<file path="config.mk">
export PLATFORM = sky130hd
export DESIGN_NAME = painterengine_gpu_dma_burst_ctrl_flat
export DESIGN_NICKNAME = d
export VERILOG_FILES = /design/src/rtl/painterengine_gpu_dma_pkg.sv /design/src/rtl/painterengine_gpu_dma_burst_ctrl_if.sv /design/src/rtl/painterengine_gpu_dma_burst_calc.sv /design/src/rtl/painterengine_gpu_dma_burst_ctrl.sv /design/src/flat_wrapper.sv
export SDC_FILE = /design/constraint.sdc
export NUM_CORES = 1
export LEC_CHECK = 0
export BUFFER_PORTS_ARGS = -buffer_cell sky130_fd_sc_hd__buf_2
export CORE_MARGIN = 10
export CORE_UTILIZATION = 55
export DETAILED_ROUTE_END_ITERATION = 10
export PLACE_DENSITY = 0.79
export SYNTH_ARGS = -nofsm -noshare
export SYNTH_HDL_FRONTEND = slang
export SYNTH_SLANG_ARGS = --single-unit
export TNS_END_PERCENT = 20
</file>
<file path="constraint.sdc">
create_clock -name i_wire_clock -period 3.87 [get_ports i_wire_clock]
set_input_delay 0 -clock i_wire_clock [delete_from_list [all_inputs] [get_ports i_wire_clock]]
set_output_delay 0 -clock i_wire_clock [all_outputs]
set_load 0.05 [all_outputs]
</file>
<file path="src/rtl/painterengine_gpu_dma_pkg.sv">
// Shared definitions for the GPU DMA burst controller: FSM state encoding,
// the 4 KiB page constant and the bytes-per-beat helper.
package painterengine_gpu_dma_pkg;

   typedef enum logic [1:0] {
      ST_IDLE  = 2'd0,
      ST_ISSUE = 2'd1,
      ST_WAIT  = 2'd2,
      ST_DONE  = 2'd3
   } dma_state_t;

   // Bursts must not cross an AXI 4 KiB page
   localparam int unsigned BOUNDARY_4K_BYTES = 4096;

   // Number of bytes moved per data beat for a given bus width in bits
   function automatic int unsigned bytes_per_beat(input int unsigned data_width);
      return data_width / 8;
   endfunction

endpackage

</file>
<file path="src/rtl/painterengine_gpu_dma_burst_ctrl_if.sv">
// Command / burst-engine / status bundle of the GPU DMA burst controller.
// master: the controller itself; slave: command source plus burst engine.
interface painterengine_gpu_dma_burst_ctrl_if #(
   parameter int PARAM_ADDRESS_WIDTH = 32
) ();

   // command side
   logic                           i_wire_cmd_valid;
   logic                           o_wire_cmd_ready;
   logic                           i_wire_cmd_opcode_0r_1w;
   logic [PARAM_ADDRESS_WIDTH-1:0] i_wire_cmd_address;
   logic [31:0]                    i_wire_cmd_size;

   // burst engine side
   logic                           o_wire_burst_valid;
   logic                           i_wire_burst_ready;
   logic                           o_wire_burst_opcode_0r_1w;
   logic [PARAM_ADDRESS_WIDTH-1:0] o_wire_burst_address;
   logic [7:0]                     o_wire_burst_len;
   logic                           i_wire_burst_done;
   logic                           i_wire_burst_error;

   // status
   logic                           o_wire_done;
   logic                           o_wire_error;
   logic                           o_wire_busy;

   modport master (
      input  i_wire_cmd_valid, i_wire_cmd_opcode_0r_1w, i_wire_cmd_address, i_wire_cmd_size,
      input  i_wire_burst_ready, i_wire_burst_done, i_wire_burst_error,
      output o_wire_cmd_ready, o_wire_burst_valid, o_wire_burst_opcode_0r_1w,
      output o_wire_burst_address, o_wire_burst_len,
      output o_wire_done, o_wire_error, o_wire_busy
   );

   modport slave (
      output i_wire_cmd_valid, i_wire_cmd_opcode_0r_1w, i_wire_cmd_address, i_wire_cmd_size,
      output i_wire_burst_ready, i_wire_burst_done, i_wire_burst_error,
      input  o_wire_cmd_ready, o_wire_burst_valid, o_wire_burst_opcode_0r_1w,
      input  o_wire_burst_address, o_wire_burst_len,
      input  o_wire_done, o_wire_error, o_wire_busy
   );

endinterface

</file>
<file path="src/rtl/painterengine_gpu_dma_burst_calc.sv">
// Next-burst beat count: min(remaining, max burst length[, beats to 4 KiB page end]).
// Optional feature macro: PAINTERENGINE_GPU_DMA_4K_SPLIT_EN enables the page-boundary term.
module painterengine_gpu_dma_burst_calc
   import painterengine_gpu_dma_pkg::*;
#(
   parameter int PARAM_DATA_WIDTH    = 32,
   parameter int PARAM_MAX_BURST_LEN = 16
) (
   input  logic [31:0] i_remaining,
   input  logic [11:0] i_address_low,
   output logic [8:0]  o_beats
);

   localparam int LOG2_BPB = $clog2(bytes_per_beat(PARAM_DATA_WIDTH));

   logic [8:0] w_rem_cap;

   // Remaining beats clipped to the maximum burst; fits 9 bits once clipped
   assign w_rem_cap = (i_remaining > 32'(PARAM_MAX_BURST_LEN)) ? 9'(PARAM_MAX_BURST_LEN)
                                                               : i_remaining[8:0];

`ifdef PAINTERENGINE_GPU_DMA_4K_SPLIT_EN
   logic [12:0] w_bound_bytes;
   logic [12:0] w_bound_beats;

   // Address is beat aligned here, so the division is exact
   assign w_bound_bytes = 13'(BOUNDARY_4K_BYTES) - {1'b0, i_address_low};
   assign w_bound_beats = w_bound_bytes >> LOG2_BPB;
   assign o_beats = ({4'd0, w_rem_cap} > w_bound_beats) ? w_bound_beats[8:0] : w_rem_cap;
`else
   logic w_unused_address_low;

   assign w_unused_address_low = ^i_address_low;
   assign o_beats = w_rem_cap;
`endif

endmodule

</file>
<file path="src/rtl/painterengine_gpu_dma_burst_ctrl.sv">
// GPU DMA burst controller: splits a byte-sized read/write command into AXI
// bursts, one outstanding at a time, and reports completion/error.
// Optional feature macro: PAINTERENGINE_GPU_DMA_4K_SPLIT_EN (4 KiB page splitting).
module painterengine_gpu_dma_burst_ctrl
   import painterengine_gpu_dma_pkg::*;
#(
   parameter int PARAM_DATA_WIDTH    = 32,
   parameter int PARAM_ADDRESS_WIDTH = 32,
   parameter int PARAM_MAX_BURST_LEN = 16
) (
   input  logic                                  i_wire_clock,
   input  logic                                  i_wire_reset,
   painterengine_gpu_dma_burst_ctrl_if.master    bus
);

   localparam int LOG2_BPB = $clog2(bytes_per_beat(PARAM_DATA_WIDTH));

   dma_state_t                      r_state;
   logic                            r_cmd_ready;
   logic                            r_opcode;
   logic [PARAM_ADDRESS_WIDTH-1:0]  r_addr;
   logic [31:0]                     r_remaining;
   logic [8:0]                      r_beats;
   logic                            r_burst_valid;
   logic [PARAM_ADDRESS_WIDTH-1:0]  r_burst_addr;
   logic [7:0]                      r_burst_len;
   logic                            r_done;
   logic                            r_error;

   logic                            w_accept;
   logic                            w_misaligned;
   logic [31:0]                     w_cmd_beats;
   logic [31:0]                     w_calc_rem;
   logic [11:0]                     w_calc_addr;
   logic [8:0]                      w_calc_beats;
   logic [7:0]                      w_calc_len;
   logic [PARAM_ADDRESS_WIDTH-1:0]  w_step;

   assign w_accept     = r_cmd_ready & bus.i_wire_cmd_valid;
   assign w_misaligned = (bus.i_wire_cmd_address[LOG2_BPB-1:0] != '0) ||
                         (bus.i_wire_cmd_size[LOG2_BPB-1:0] != '0);
   assign w_cmd_beats  = bus.i_wire_cmd_size >> LOG2_BPB;

   // In IDLE the first burst is sized straight from the incoming command so it
   // can be presented in the cycle after accept; afterwards from the counters.
   assign w_calc_rem  = (r_state == ST_IDLE) ? w_cmd_beats : r_remaining;
   assign w_calc_addr = (r_state == ST_IDLE) ? bus.i_wire_cmd_address[11:0] : r_addr[11:0];
   assign w_calc_len  = 8'(w_calc_beats - 9'd1);
   assign w_step      = PARAM_ADDRESS_WIDTH'({23'd0, r_beats} << LOG2_BPB);

   painterengine_gpu_dma_burst_calc #(
      .PARAM_DATA_WIDTH    (PARAM_DATA_WIDTH),
      .PARAM_MAX_BURST_LEN (PARAM_MAX_BURST_LEN)
   ) u_burst_calc (
      .i_remaining   (w_calc_rem),
      .i_address_low (w_calc_addr),
      .o_beats       (w_calc_beats)
   );

   // Command FSM with all outputs registered
   always_ff @(posedge i_wire_clock or posedge i_wire_reset) begin
      if (i_wire_reset) begin
         r_state       <= ST_IDLE;
         r_cmd_ready   <= 1'b0;
         r_opcode      <= 1'b0;
         r_addr        <= '0;
         r_remaining   <= '0;
         r_beats       <= '0;
         r_burst_valid <= 1'b0;
         r_burst_addr  <= '0;
         r_burst_len   <= '0;
         r_done        <= 1'b0;
         r_error       <= 1'b0;
      end else begin
         case (r_state)
            ST_IDLE: begin
               r_done <= 1'b0;
               if (w_accept) begin
                  r_cmd_ready <= 1'b0;
                  r_opcode    <= bus.i_wire_cmd_opcode_0r_1w;
                  r_addr      <= bus.i_wire_cmd_address;
                  r_remaining <= w_cmd_beats;
                  r_error     <= w_misaligned;
                  if (w_misaligned || (bus.i_wire_cmd_size == 32'd0)) begin
                     r_state <= ST_DONE;
                     r_done  <= 1'b1;
                  end else begin
                     r_state       <= ST_ISSUE;
                     r_burst_valid <= 1'b1;
                     r_burst_addr  <= bus.i_wire_cmd_address;
                     r_burst_len   <= w_calc_len;
                     r_beats       <= w_calc_beats;
                  end
               end else begin
                  r_cmd_ready <= 1'b1;
               end
            end
            ST_ISSUE: begin
               if (bus.i_wire_burst_ready) begin
                  r_burst_valid <= 1'b0;
                  r_addr        <= r_addr + w_step;
                  r_remaining   <= r_remaining - {23'd0, r_beats};
                  r_state       <= ST_WAIT;
               end
            end
            ST_WAIT: begin
               if (bus.i_wire_burst_done) begin
                  if (bus.i_wire_burst_error) begin
                     r_error <= 1'b1;
                     r_done  <= 1'b1;
                     r_state <= ST_DONE;
                  end else if (r_remaining == 32'd0) begin
                     r_done  <= 1'b1;
                     r_state <= ST_DONE;
                  end else begin
                     r_burst_valid <= 1'b1;
                     r_burst_addr  <= r_addr;
                     r_burst_len   <= w_calc_len;
                     r_beats       <= w_calc_beats;
                     r_state       <= ST_ISSUE;
                  end
               end
            end
            ST_DONE: begin
               r_done      <= 1'b0;
               r_cmd_ready <= 1'b1;
               r_state     <= ST_IDLE;
            end
            default: begin
               r_state <= ST_IDLE;
            end
         endcase
      end
   end

   assign bus.o_wire_cmd_ready          = r_cmd_ready;
   assign bus.o_wire_burst_valid        = r_burst_valid;
   assign bus.o_wire_burst_opcode_0r_1w = r_opcode;
   assign bus.o_wire_burst_address      = r_burst_addr;
   assign bus.o_wire_burst_len          = r_burst_len;
   assign bus.o_wire_done               = r_done;
   assign bus.o_wire_error              = r_error;
   assign bus.o_wire_busy               = (r_state != ST_IDLE);

endmodule

</file>
<file path="src/flat_wrapper.sv">
// flat-port wrapper written by rule: the top's interface ports become plain ports
module painterengine_gpu_dma_burst_ctrl_flat import painterengine_gpu_dma_pkg::*;
#(
   parameter int PARAM_DATA_WIDTH    = 32,
   parameter int PARAM_ADDRESS_WIDTH = 32,
   parameter int PARAM_MAX_BURST_LEN = 16
)
  (i_wire_clock, i_wire_reset, bus_i_wire_cmd_valid, bus_i_wire_cmd_opcode_0r_1w, bus_i_wire_cmd_address, bus_i_wire_cmd_size, bus_i_wire_burst_ready, bus_i_wire_burst_done, bus_i_wire_burst_error, bus_o_wire_cmd_ready, bus_o_wire_burst_valid, bus_o_wire_burst_opcode_0r_1w, bus_o_wire_burst_address, bus_o_wire_burst_len, bus_o_wire_done, bus_o_wire_error, bus_o_wire_busy);
  painterengine_gpu_dma_burst_ctrl_if #(.PARAM_ADDRESS_WIDTH(PARAM_ADDRESS_WIDTH)) bus_i ();
  input  logic i_wire_clock;
  input  logic i_wire_reset;
  input wire logic [$bits(bus_i.i_wire_cmd_valid)-1:0] bus_i_wire_cmd_valid;
  input wire logic [$bits(bus_i.i_wire_cmd_opcode_0r_1w)-1:0] bus_i_wire_cmd_opcode_0r_1w;
  input wire logic [$bits(bus_i.i_wire_cmd_address)-1:0] bus_i_wire_cmd_address;
  input wire logic [$bits(bus_i.i_wire_cmd_size)-1:0] bus_i_wire_cmd_size;
  input wire logic [$bits(bus_i.i_wire_burst_ready)-1:0] bus_i_wire_burst_ready;
  input wire logic [$bits(bus_i.i_wire_burst_done)-1:0] bus_i_wire_burst_done;
  input wire logic [$bits(bus_i.i_wire_burst_error)-1:0] bus_i_wire_burst_error;
  output wire logic [$bits(bus_i.o_wire_cmd_ready)-1:0] bus_o_wire_cmd_ready;
  output wire logic [$bits(bus_i.o_wire_burst_valid)-1:0] bus_o_wire_burst_valid;
  output wire logic [$bits(bus_i.o_wire_burst_opcode_0r_1w)-1:0] bus_o_wire_burst_opcode_0r_1w;
  output wire logic [$bits(bus_i.o_wire_burst_address)-1:0] bus_o_wire_burst_address;
  output wire logic [$bits(bus_i.o_wire_burst_len)-1:0] bus_o_wire_burst_len;
  output wire logic [$bits(bus_i.o_wire_done)-1:0] bus_o_wire_done;
  output wire logic [$bits(bus_i.o_wire_error)-1:0] bus_o_wire_error;
  output wire logic [$bits(bus_i.o_wire_busy)-1:0] bus_o_wire_busy;
  assign bus_i.i_wire_cmd_valid = bus_i_wire_cmd_valid;
  assign bus_i.i_wire_cmd_opcode_0r_1w = bus_i_wire_cmd_opcode_0r_1w;
  assign bus_i.i_wire_cmd_address = bus_i_wire_cmd_address;
  assign bus_i.i_wire_cmd_size = bus_i_wire_cmd_size;
  assign bus_i.i_wire_burst_ready = bus_i_wire_burst_ready;
  assign bus_i.i_wire_burst_done = bus_i_wire_burst_done;
  assign bus_i.i_wire_burst_error = bus_i_wire_burst_error;
  assign bus_o_wire_cmd_ready = bus_i.o_wire_cmd_ready;
  assign bus_o_wire_burst_valid = bus_i.o_wire_burst_valid;
  assign bus_o_wire_burst_opcode_0r_1w = bus_i.o_wire_burst_opcode_0r_1w;
  assign bus_o_wire_burst_address = bus_i.o_wire_burst_address;
  assign bus_o_wire_burst_len = bus_i.o_wire_burst_len;
  assign bus_o_wire_done = bus_i.o_wire_done;
  assign bus_o_wire_error = bus_i.o_wire_error;
  assign bus_o_wire_busy = bus_i.o_wire_busy;
  painterengine_gpu_dma_burst_ctrl #(.PARAM_DATA_WIDTH(PARAM_DATA_WIDTH), .PARAM_ADDRESS_WIDTH(PARAM_ADDRESS_WIDTH), .PARAM_MAX_BURST_LEN(PARAM_MAX_BURST_LEN)) u_core (.i_wire_clock(i_wire_clock), .i_wire_reset(i_wire_reset), .bus(bus_i));
endmodule
</file>
Yosys cells after proc, flatten, opt, wreduce, memory -nomap -nowiden
Cells that the tools add are included.
Operators by class
  add/sub/neg operators: 3
  $lt $le $gt $ge: 1
  equality and inequality tests: 11
  multiplexer cells: 52
  bitwise gates (word level): 1
  reductions and logical operators: 20
Operators with widths (number)
  $mux W32: 10
  $pmux W32 S2: 3
  $logic_not A32 Y1: 2
  $mux W9: 6
  $mux W8: 5
  $add A32 B11 Y32: 1
  $gt A32 B5 Y1 const B: 1
  $sub A32 B9 Y32: 1
  $pmux W9 S2: 1
  $pmux W8 S2: 1
  $mux W1: 15
  $mux W2: 6
  $ne A2 B2 Y1 const B: 6
  $reduce_bool A2 Y1: 6
  $reduce_and A3 Y1: 3
  $pmux W2 S4: 1
  $sub A8 B1 Y8 const B: 1
  $reduce_and A7 Y1: 1
  $pmux W1 S3: 2
  $reduce_and A6 Y1: 1
  $reduce_bool A3 Y1: 2
  $eq A2 B2 Y1 const B: 2
  $pmux W1 S2: 2
  $reduce_and A4 Y1: 1
  other kinds (7): 8
Storage, ports and cells
  register bits after elaboration: 120
  input bits: 71
  output and inout bits: 46
  logic and storage cells: 99

Depth between registers and ports, before layout
  depth after elaboration: 9
  mapped depth: 11
  gate-level depth less buffers: 10

Modules after synthesis
Synthesis repeated with hierarchy kept, for this count alone.
Second synthesis, totals
  cell total of the unflattened synthesis: 937
  area total of the unflattened synthesis: 8137.8 um2
By module, submodules not included
  painterengine_gpu_dma_burst_ctrl: times used 1, cells an instance 914, area an instance 8000.2 um2, sequential area each 3002.9 um2
  painterengine_gpu_dma_burst_calc: times used 1, cells an instance 23, area an instance 137.6 um2, sequential area each 0.0 um2

Worst setup path before layout
OpenSTA, ideal clock, no wires.
  path kind: reg2reg
  start point: register u_core.r_beats[1]
  end point: register u_core.r_remaining[31]
  library setup time: 132 ps
  arrival time: 2269 ps
  required time: 3738 ps
  slack: 1469 ps
  cell stages (with the launch flop): 10
  buffers on the path: 0
  clock period less this slack: 2401 ps
  cells stage by stage: dfrtp_1 -> inv_1 -> ha_1 -> nor2b_1 -> o2111ai_1 -> a41oi_1 -> a2111oi_2 -> nor3b_1 -> xnor2_1 -> nor2_1
Between the ends
  longest elaborated chain between the ends: 3
RTL lines
  start: declaration: RTL line painterengine_gpu_dma_burst_ctrl.sv:23  | logic [8:0] r_beats;
  start signal: assignment: RTL line painterengine_gpu_dma_burst_ctrl.sv:92  | r_beats <= w_calc_beats;
  start signal: assignment: RTL line painterengine_gpu_dma_burst_ctrl.sv:119  | r_beats <= w_calc_beats;
  $sub A32 B9 Y32: RTL line painterengine_gpu_dma_burst_ctrl.sv:102  | r_remaining <= r_remaining - {23'd0, r_beats};
  $mux W32: RTL line painterengine_gpu_dma_burst_ctrl.sv:99  | if (bus.i_wire_burst_ready) begin
  $pmux W32 S2: RTL line painterengine_gpu_dma_burst_ctrl.sv:75  | case (r_state)
  end signal: assignment: RTL line painterengine_gpu_dma_burst_ctrl.sv:82  | r_remaining <= w_cmd_beats;
  end signal: assignment: RTL line painterengine_gpu_dma_burst_ctrl.sv:102
  end: declaration: RTL line painterengine_gpu_dma_burst_ctrl.sv:22  | logic [31:0] r_remaining;
No other way between the ends. The select of a mux whose other input is x is not followed.
A chain may end at the register's enable or synchronous reset.

Final worst setup path
  start point: register u_core.r_state[0]
  end point: register u_core.r_burst_len[6] (netlist: u_core.bus.o_wire_burst_len[6])
Between the ends
  longest elaborated chain between the ends: 9
  elaborated cells between the ends (all ways): 19
  classes of those cells: add/sub (1); order compare (1); eq/ne (6); mux (8); reduce/logical (3)
RTL lines
  start: declaration: RTL line painterengine_gpu_dma_burst_ctrl.sv:18  | dma_state_t r_state;
  start signal: assignment: RTL line painterengine_gpu_dma_burst_ctrl.sv:63  | r_state <= ST_IDLE;
  start signal: assignment: RTL line painterengine_gpu_dma_burst_ctrl.sv:85  | r_state <= ST_DONE;
  start signal: assignment: RTL line painterengine_gpu_dma_burst_ctrl.sv:88  | r_state <= ST_ISSUE;
  $logic_not A2 Y1: RTL line painterengine_gpu_dma_burst_ctrl.sv:46, painterengine_gpu_dma_burst_ctrl.sv:75
  $mux W32: RTL line painterengine_gpu_dma_burst_ctrl.sv:46  | assign w_calc_rem = (r_state == ST_IDLE) ? w_cmd_beats : r_remaining;
  $gt A32 B5 Y1: RTL line painterengine_gpu_dma_burst_calc.sv:19  | assign w_rem_cap = (i_remaining > 32'(PARAM_MAX_BURST_LEN)) ? 9'(PARAM_MAX_BURST_LEN)
  $mux W9: RTL line painterengine_gpu_dma_burst_calc.sv:19
  $sub A8 B1 Y8: RTL line painterengine_gpu_dma_burst_ctrl.sv:48  | assign w_calc_len = 8'(w_calc_beats - 9'd1);
  $mux W8: RTL line painterengine_gpu_dma_burst_ctrl.sv:112  | end else if (r_remaining == 32'd0) begin
  $mux W8: RTL line painterengine_gpu_dma_burst_ctrl.sv:108  | if (bus.i_wire_burst_error) begin
  $mux W8: RTL line painterengine_gpu_dma_burst_ctrl.sv:107  | if (bus.i_wire_burst_done) begin
  $pmux W8 S2: RTL line painterengine_gpu_dma_burst_ctrl.sv:75
  end signal: assignment: RTL line painterengine_gpu_dma_burst_ctrl.sv:91  | r_burst_len <= w_calc_len;
  end signal: assignment: RTL line painterengine_gpu_dma_burst_ctrl.sv:118  | r_burst_len <= w_calc_len;
  end: declaration: RTL line painterengine_gpu_dma_burst_ctrl.sv:26  | logic [7:0] r_burst_len;
Several ways; a longest one is shown, not always the timed one. The select of a mux whose other input is x is not followed.

==> metrics.md <==
| Metric | Value |
|---|---|
| CTS tree | done |
| Least-Margin Pin Slew | 1050 ps |
| Syn_nets | 941 |
| Final setup skew | 11.0 ps |
| H-tree depth | 4 |
| Async SR Flop Fraction | 100% |
| Crit path DAT | roughly 3500 ps |
| Num ports | between 100 and 150 |
| CTS Buffer Depth | 2 |
| CP required | 4180 ps |
| Root buf cell | clkbuf_16 |
| VDD IR max | 0.574 mV |
| Die Ht | 136 um |
| Max cap viols | 0 |
| Final worst path period share | 83.4% |
| Routed vias | between 7000 and 8000 |
| EDFF count, synth | 0 |
| Cell Area, Placed | 8180 sq um |
| CTS clk-pin slew, worst paths | 60 ps |
| Antenna viol nets, final | 0 |
| ANT cells | 0 |
| Nets | 1108 |
| Fillers | around 1000 |
| Vias in the first global route | roughly 7000 |
| GRT overflow | 0 |
| Hold WC Path Type | in2reg |
| CP Launch Type | register |
| DRC viols | 0 |
| Final hold vios | 0 |
| Mapped Area | between 7000 and 8000 sq um |
| Largest net degree at the start of global routing | 48 |
| Worst skew pair latency | 430 ps |
| CTS resizes | 0 |
| Endpoints failing setup | 0 |
| Wire per inst | 18.4 um |
| Die Footprint | 18500 sq um |
| HPWL after DPL | 15.1 mm |
| Hold path endpoint | u_core.r_addr[27] |
| Avg Inst Size Synth | 8.77 sq um |
| Final Max Tran Viols | 0 |
| Synth top area share | 40.5% |
| Synth unique cells | between 70 and 80 |
| Crit Path Category | reg2reg |
| Hold Path Depth | 3 |
| Initial Util | between 50% and 60% |
| Vias per cell | 6.15 |
| FP Rows | 42 |
| Sinks on Clock Net | 120 |
| Syn Inst Count | around 840 |
| GRT Overall Usage | 23.7% |
| Unrepaired setup endpoints after global routing | no |
| Final instance area | 9420 sq um |
| TritonCTS Buffers | 17 |
| R2R depth | 10 |
| Hold Crit Start | bus_i_wire_cmd_address[27] |
| Antenna violations before repair | 0 |
| Fmax | 310 MHz |
| Power Density | 915 nW/um^2 |
| Total negative setup slack | 0 ps |
| Routed Wire Length | 22.0 mm |
| Area contributors post-synth | dfrtp_1, a21oi_1, mux2i_1, nor2_1, ha_1 |
| I/O Buffers | 116 |
| Fin cells | 1199 |
| Worst Setup End Kind | register |
| Core region area | 13200 sq um |
| Synth warn | 0 |
| Min Tclk post-route | 3230 ps |
| Status | completed |
| Synth area leader | dfrtp_1 |
| First-pass GRT wire length | ~36 mm |
| Multi-input logic area | 4120 sq um |
| Util after Layout | 71.1% |
| Share of cells above drive strength 1 | 18.3% |
| Overall Power | 8.62 mW |
| Post-synthesis sequential area ratio | approximately two fifths |
| FF-to-FF Start | u_core.r_state[0] |
| Setup slack, reg-to-reg | 640 ps |
| Chip Width | 136 um |
| Drt pass-1 iters | 5 |
| Placed instance count | 1106 |
| Iter 0 DRT Violations | 878 |
| Critical Path Fanout Max | 13 |
| Layout overhead on the synthesized area | 27.2% |
| Reg2reg end | u_core.bus.o_wire_burst_len[6] |
| FF+latch area | 3000 sq um |
| Relative slew slack | 29.6% |
| Leakage | a little over 4 nW |
| Top_reg_cell synth | dfrtp_1 |
| Flops & latches, synth | 120 |
| RePlAce Congestion | between 0.9 and 1 |
where the power goes:
| group | switching, mW | internal (mW) | total (mW) |
|---|---|---|---|
| clock | 0.573 | 1.09 | 1.66 |
| sequential | 0.498 | 1.82 | 2.32 |
| combinational | 2.99 | 1.65 | 4.64 |
| total | 4.06 | 4.56 | 8.62 |
synthesized netlist by cell type, drive strengths merged, types with 8 or more instances:
master	number
dfrtp	120
a21oi	92
nor2	84
nand2	71
o21ai	53
mux2i	43
clkbuf	33
inv	33
nand3	26
ha	24
nor3	23
nor4	18
o22ai	17
a2bb2oi	15
and3	14
nor2b	14
a21o	11
buf	11
nand4	10
xnor2	9
nand2b	8
o211ai	8
state kept, by name, summed over array words and instances, names as in the netlist:
signal,flops
u_core.bus.o_wire_burst_address,32
u_core.bus.o_wire_burst_len,8
u_core.bus.o_wire_burst_opcode_0r_1w,1
u_core.bus.o_wire_burst_valid,1
u_core.bus.o_wire_cmd_ready,1
u_core.bus.o_wire_done,1
u_core.bus.o_wire_error,1
u_core.r_addr,32
u_core.r_beats,9
u_core.r_remaining,32
u_core.r_state,2
repair_timing:
action / CTS / global route
hold endpoints to repair: 127 / 0
setup buffers: 0 / 0
setup endpoints to repair: 0 / 0
hold buffers: 62 / 0
kinds of logic (layout without fill, tap and decap cells):
| logic type | count (synthesis) | count (layout) | synth area share [%] |
|---|---|---|---|
| simple gates | 297 | 297 | 19.9 |
| flops | 120 | 120 | 40.5 |
| xor+xnor | 12 | 12 | 1.42 |
| fa+ha+maj | 26 | 26 | 4.60 |
| buf+inv | 77 | 256 | 4.26 |
| compound gates | 263 | 263 | 22.6 |
| mux | 49 | 49 | 6.72 |
area by class of cell:
type	instances	area share (%)
clock buffers	23	5.29
flip-flops and latches	120	31.9
multi-input cells	647	43.8
clock inverters	8	1.25
well taps	176	2.34
repair buffers	192	14.1
inverters	33	1.34
worst max path at each step:
stage,endpoint,cells past startpoint,slack [ps],start
after detailed placement,u_core.bus.o_wire_burst_len[6],10,770,u_core.r_state[0]
after CTS,u_core.bus.o_wire_burst_len[6],10,730,u_core.r_state[0]
final,u_core.bus.o_wire_burst_len[6],10,640,u_core.r_state[0]
after floorplan,u_core.bus.o_wire_burst_address[0],1,680,i_wire_reset
after global placement,u_core.bus.o_wire_burst_len[6],10,960,u_core.r_state[0]
after global routing,u_core.bus.o_wire_burst_len[6],10,530,u_core.r_state[1]
through the flow:
step	setup WS, ps	hold slack (ps)
detailed placement	766	73.6
finish	643	19.8
CTS	728	0.0125
global placement	958	71.3
global route	528	6.30
floorplan	684	108
critical path, cell delays in order, from the launching register on:
cell and delay (ps):
dfrtp_1 420, inv_1 150, ha_1 540, inv_2 200, nor4_1 710, a22o_1 290
nand2_1 90, ha_1 230, o21ai_0 140, nor2_1 70, mux2_2 270
layout by cell type (no fill, tap or decap), types with 9 or more instances in the layout:
cell / count
a21o_1: 11
a21oi_1: 91
a2bb2oi_1: 15
and3_1: 14
buf_2: 116
buf_4: 12
clkbuf_16: 17
dfrtp_1: 120
dlygate4sd3_1: 62
ha_1: 22
inv_1: 31
mux2i_1: 43
nand2_1: 71
nand3_1: 26
nand4_1: 10
nor2_1: 84
nor2b_1: 14
nor3_1: 21
nor4_1: 17
o21ai_0: 49
o22ai_1: 17
xnor2_1: 9
metal layers:
layer	part of all wire [%]	vias to the layer above	track usage (%)	wire [um]
met5	0	-	0	0
met4	2.5	0	11.0	561
met3	8.4	48	5.61	1860
met2	47	360	36.9	10400
met1	42	3520	30.5	9180
li1	-	3447	-	-
No activity file was read; power rests on OpenSTA's default activity.
